**src/rtl/time_entry_loader.sv**
```systemverilog
// Keypad entry front end for the microwave countdown chain: buffers MM:SS digits,
// validates the entry, pulses the parallel load and gates the 1 Hz count enable.
module time_entry_loader #(
  parameter int unsigned MAX_SEC_TENS = 5,
  parameter int unsigned LOAD_CYCLES  = 1
) (
  input  logic       clk,
  input  logic       clrn,
  input  logic       key_valid,
  input  logic [3:0] key,
  input  logic       start,
  input  logic       clear,
  input  logic       tick,
  input  logic       timer_done,
  output logic [3:0] d_sec0,
  output logic [3:0] d_sec1,
  output logic [3:0] d_min0,
  output logic [3:0] d_min1,
  output logic       load_n,
  output logic       count_en,
  output logic       busy,
  output logic       done,
  output logic       entry_err
);

  localparam logic [3:0] MaxSecTens = 4'(MAX_SEC_TENS);
  localparam logic [1:0] LastLoad   = 2'(LOAD_CYCLES - 1);

  typedef enum logic [2:0] {
    StIdle,
    StEntry,
    StLoad,
    StRun,
    StPaused,
    StDone
  } state_e;

  state_e           state_q, state_d;
  // Digit buffer, index 0 = seconds-ones .. index 3 = minutes-tens.
  logic [3:0][3:0]  dig_q, dig_d;
  logic [2:0]       cnt_q, cnt_d;
  logic [1:0]       lcnt_q, lcnt_d;
  logic             armed_q, armed_d;
  logic             load_n_q, load_n_d;
  logic             count_en_q, count_en_d;
  logic             busy_q, busy_d;
  logic             done_q, done_d;
  logic             err_q, err_d;
  logic             start_ok;

  assign start_ok = (dig_q != '0) && (dig_q[1] <= MaxSecTens);

  always_comb begin
    state_d    = state_q;
    dig_d      = dig_q;
    cnt_d      = cnt_q;
    lcnt_d     = lcnt_q;
    armed_d    = armed_q;
    load_n_d   = 1'b1;
    count_en_d = 1'b0;
    err_d      = 1'b0;

    unique case (state_q)
      StIdle, StEntry: begin
        if (clear) begin
          state_d = StIdle;
          dig_d   = '0;
          cnt_d   = '0;
        end else if (start) begin
          if (state_q == StIdle || !start_ok) begin
            err_d = 1'b1;
          end else begin
            state_d  = StLoad;
            load_n_d = 1'b0;
            lcnt_d   = '0;
          end
        end else if (key_valid) begin
          if (key > 4'd9 || cnt_q == 3'd4) begin
            err_d = 1'b1;
          end else begin
            dig_d   = {dig_q[2:0], key};
            cnt_d   = cnt_q + 3'd1;
            state_d = StEntry;
          end
        end
      end

      StLoad: begin
        if (clear) begin
          state_d = StIdle;
          dig_d   = '0;
          cnt_d   = '0;
        end else if (lcnt_q == LastLoad) begin
          state_d = StRun;
          armed_d = 1'b0;
        end else begin
          lcnt_d   = lcnt_q + 2'd1;
          load_n_d = 1'b0;
        end
      end

      StRun: begin
        if (clear) begin
          state_d = StPaused;
        end else if (armed_q && timer_done) begin
          state_d = StDone;
        end else begin
          // timer_done may still reflect the pre-load count in the first RUN cycle.
          armed_d    = 1'b1;
          count_en_d = tick;
        end
      end

      StPaused: begin
        if (clear) begin
          state_d = StIdle;
          dig_d   = '0;
          cnt_d   = '0;
        end else if (start) begin
          state_d = StRun;
        end
      end

      StDone: begin
        if (key_valid || start || clear) begin
          state_d = StIdle;
          dig_d   = '0;
          cnt_d   = '0;
        end
      end

      default: begin
        state_d = StIdle;
        dig_d   = '0;
        cnt_d   = '0;
      end
    endcase
  end

  assign busy_d = state_d inside {StLoad, StRun, StPaused};
  assign done_d = (state_d == StDone);

  always_ff @(posedge clk or negedge clrn) begin
    if (!clrn) begin
      state_q    <= StIdle;
      dig_q      <= '0;
      cnt_q      <= '0;
      lcnt_q     <= '0;
      armed_q    <= 1'b0;
      load_n_q   <= 1'b1;
      count_en_q <= 1'b0;
      busy_q     <= 1'b0;
      done_q     <= 1'b0;
      err_q      <= 1'b0;
    end else begin
      state_q    <= state_d;
      dig_q      <= dig_d;
      cnt_q      <= cnt_d;
      lcnt_q     <= lcnt_d;
      armed_q    <= armed_d;
      load_n_q   <= load_n_d;
      count_en_q <= count_en_d;
      busy_q     <= busy_d;
      done_q     <= done_d;
      err_q      <= err_d;
    end
  end

  assign d_sec0    = dig_q[0];
  assign d_sec1    = dig_q[1];
  assign d_min0    = dig_q[2];
  assign d_min1    = dig_q[3];
  assign load_n    = load_n_q;
  assign count_en  = count_en_q;
  assign busy      = busy_q;
  assign done      = done_q;
  assign entry_err = err_q;

endmodule

```
**config.mk**
```make
export PLATFORM = sky130hd
export DESIGN_NAME = time_entry_loader
export DESIGN_NICKNAME = d
export VERILOG_FILES = /design/src/rtl/time_entry_loader.sv
export SDC_FILE = /design/constraint.sdc
export NUM_CORES = 1
export LEC_CHECK = 0
export CORE_ASPECT_RATIO = 1.75
export CORE_MARGIN = 2
export CORE_UTILIZATION = 54
export DETAILED_ROUTE_END_ITERATION = 6
export HOLD_SLACK_MARGIN = 0.05
export PLACE_DENSITY = 0.83
export SLEW_MARGIN = 25
export SYNTH_ARGS = -nofsm -noshare
export SYNTH_HDL_FRONTEND = slang
export SYNTH_SLANG_ARGS = --single-unit
```
**constraint.sdc**
```tcl
create_clock -name clk -period 3.2 [get_ports clk]
set_input_delay 0.48 -clock clk [delete_from_list [all_inputs] [get_ports clk]]
set_output_delay 0.48 -clock clk [all_outputs]
set_load 0.02 [all_outputs]
```
==> run_results.csv <==
group,metric,value,unit
outcome,status,"completed",
setup_path,worst_ep_arrival_time,2430,ps
timing,hold_ws,485,ps
logic_synthesis,synth.net_count,172,
place,routabilityCongestion,0.893,
cts,tritoncts_num_sinks,30,
setup_path,cp_slowest_cell,"clkdlybuf4s50_1",
cts,post_cts_buffers,0,
drt,ant_nets,0,
die,coreArea,2860,um^2
setup_path,path_cells,"clkdlybuf4s50_1, or3_1, a2bb2oi_4, buf_4, mux2i_1",
setup_path,start_kind,"input port",
grt,antenna_found_initial,0,
logic_synthesis,synth_warnings,0,
cts,cts_buffers,5,
timing,min_period,2230,ps
timing,fmax,448,MHz
die,rows,26,
place,dp_hpwl,2680,um
logic_synthesis,synth_area_leader_cell,"dfrtp_1",
setup_path,path_buf_inv,2,
drt,vias,1322,
drt,drcViolationCount,0,
logic_synthesis,seq_area_frac_synth,47.7,%
pwr,internal_power,832,uW
pwr,irDropWorstVdd,0.375,mV
drt,routedWlPerCell,16.6,um
pwr,swShare,35.3,%
pwr,p_leak,0.921,nW
drt,viasPerCell,5.95,
timing,setup-violations-final,0,
grt,grt_use_total,24.6,%
timing,slew_viol_final,0,
timing,period_share,69.7,%
drt,drt_wl_total,3690,um
logic_synthesis,synth.area.top_cells,"dfrtp_1, mux2i_1, nand2_1",
timing,worstMarginPinSlew,772,ps
layout,drive_gt1_share,10.3,%
pwr,pwr-share-seq,41.1,%
setup_path,r2r-start,"state_q[1]",
layout,fillers,219,
grt,met3_usage,6.64,%
cts,path_clk_slew,70,ps
layout,n_antenna_cell,0,
min_path,hold_start,"cnt_q[2]",
timing,skew,7.90,ps
grt,grt_max_degree,17,
grt,grt_pass1_wl,5930,um
pwr,pwr-share-clk,24.8,%
layout,area_growth,26.3,%
setup_path,cp-end-kind,"flip-flop",
logic_synthesis,synth_cells,158,
setup_path,path_class,"input port to flip-flop",
die,io_pins,32,
cts,clock_latency,290,ps
timing,rsz0062_at_grt,"no",
timing,relSlewSlack,48.2,%
cts,cts_resized,0,
setup_path,critPathLaunch,"clear",
die,die_w,44.8,um
drt,drt_iter0_markers,52,
cts,cts_root_buf,"clkbuf_8",
grt,grt_pass1_vias,1330,
setup_path,max_stage_delay,680,ps
grt,use_met2,44.0,%
setup_path,path_max_fanout,11,
timing,fin_setup_tns,0,ps
min_path,hp-class,"flip-flop to flip-flop",
job,drv_cap,0,
cts,cts_tree,"yes",
pwr,pwr-share-comb,34.2,%
layout,finalNetCount,207,
setup_path,required,3400,ps
cts,clock_tree.htree_level_count,2,
logic_synthesis,ys_ff_latch,30,
logic_synthesis,synth_area_per_cell,9.98,um^2
grt,overflow,0,
logic_synthesis,synth_top_area_share,46.0,%
pwr,power.density,645,nW/um^2
timing,hold_viol,0,
grt,grt-busiest-layer,"met2",
die,start_util,55.1,%
pwr,finalPower,1.28,mW
die,die_h,75.5,um
cts,clockBufferDepth,2,
setup_path,cpLargestDelayFamily,"buffers and inverters",
grt,met1_usage,26.4,%
die,dieArea,3380,um^2
drt,drt_pass1_iterations,4,
cts,cts_hold_buffers,0,
logic_synthesis,netlist_area,1580,um^2
logic_synthesis,synthDistinctLibCells,42,
pwr,p_switching,453,uW
place,port_buffers,31,
area by class of cell:
cell class                      count  area, um^2  share of cell area [%]
Timing Repair Buffer               34         333                    16.7
Multi-Input combinational cell    105         716                    36.0
Inverter                           17        63.8                    3.21
Sequential cell                    30         752                    37.8
Tap cell                           28        35.0                    1.76
Clock buffer                        7        86.3                    4.34
Clock inverter                      1        5.00                   0.251
Yosys cell counts, drive strengths merged:
library cell  instances
a2111oi               1
a21o                  1
a21oi                 6
a22o                  1
a2bb2oi               1
a31oi                 2
a41oi                 1
and3                  1
and4                  2
buf                   5
clkbuf                1
dfrtp                29
dfstp                 1
ha                    3
inv                  17
mux2                  6
mux2i                13
nand2                21
nand2b                2
nand3                 2
nand3b                1
nor2                 11
nor2b                 3
nor3                  1
nor3b                 2
nor4                  5
o2111ai               1
o211ai                1
o21a                  1
o21ai                 5
o21bai                2
o221ai                3
o22ai                 1
o31ai                 1
or2                   2
or3                   2
power by group through the flow:
stage	clock, mW	combinational (mW)	sequential, mW
3_3_place_gp	0	0.428	0.525
3_5_place_dp	0	0.438	0.530
6_report	0.318	0.439	0.527
2_1_floorplan	0	0.245	0.558
5_1_grt	0.338	0.478	0.537
4_1_cts	0.325	0.440	0.526
flip-flops by register name (all words and copies together) (netlist names), 2 cells and up:
name,flops
d_sec1,4
lcnt_q,2
d_min0,4
state_q,3
d_min1,4
d_sec0,4
cnt_q,3
per-layer routing:
metal  vias up  part of all wire, %
met2        53                   54
li1        617                    -
met3        10                  4.9
met5         -                    0
met4         0                  2.4
met1       642                   39
stage by stage:
stage	std cells	setup slack, ps	area, um^2	utilization, %
after floorplan	158	1560	1580	-
after global placement	214	790	1900	66.3
after detailed placement	214	708	1900	66.3
after CTS	222	1020	1990	69.5
after global routing	222	893	1990	69.5
final	222	970	1990	69.5
placed cells by master (no fill, tap or decap), drive strengths merged, types with 2 or more instances in the layout:
master	Yosys	routed
clkdlybuf4s50	0	31
dfrtp	29	29
nand2	21	21
inv	17	17
mux2i	13	13
nor2	11	11
clkbuf	1	7
a21oi	6	6
mux2	6	6
nor4	5	5
o21ai	5	5
nor2b	3	3
o221ai	3	3
ha	3	3
buf	5	3
nand2b	2	2
and4	2	2
or3	2	2
a31oi	2	2
o21bai	2	2
nor3b	2	2
nand3	2	2
or2	2	2
path summary, 6_finish.rpt:
| check | to | slack, ps | depth (start not counted) |
|---|---|---|---|
| setup / recovery | d_sec1[1] | 970 | 5 |
| hold / removal | cnt_q[2] | 480 | 1 |
| setup reg to reg | d_sec1[1] | 1250 | 4 |
| hold reg to reg | cnt_q[2] | 480 | 1 |
| max in group asynchronous | cnt_q[1] | 1920 | 2 |
| min in group asynchronous | d_sec0[0] | 600 | 1 |
kinds of logic (layout without fill, tap and decap cells):
| kind of cell | after synthesis | in the layout | share of synthesized area, % |
|---|---|---|---|
| AO/OA/AOI/OAI | 28 | 28 | 13.3 |
| AND/OR/NAND/NOR | 55 | 55 | 17.1 |
| buffers and inverters | 23 | 59 | 6.90 |
| adder cells (fa/ha/maj) | 3 | 3 | 2.38 |
| flip-flops | 30 | 30 | 47.7 |
| multiplexers | 19 | 19 | 12.5 |
worst reg2reg max path, cell delays in order (launching register included):
cell and delay, ps:
dfrtp_1 600, or3_1 410, a2bb2oi_4 360, buf_4 280, mux2i_1 220
Note: power is estimated with default switching activity, not from simulation.
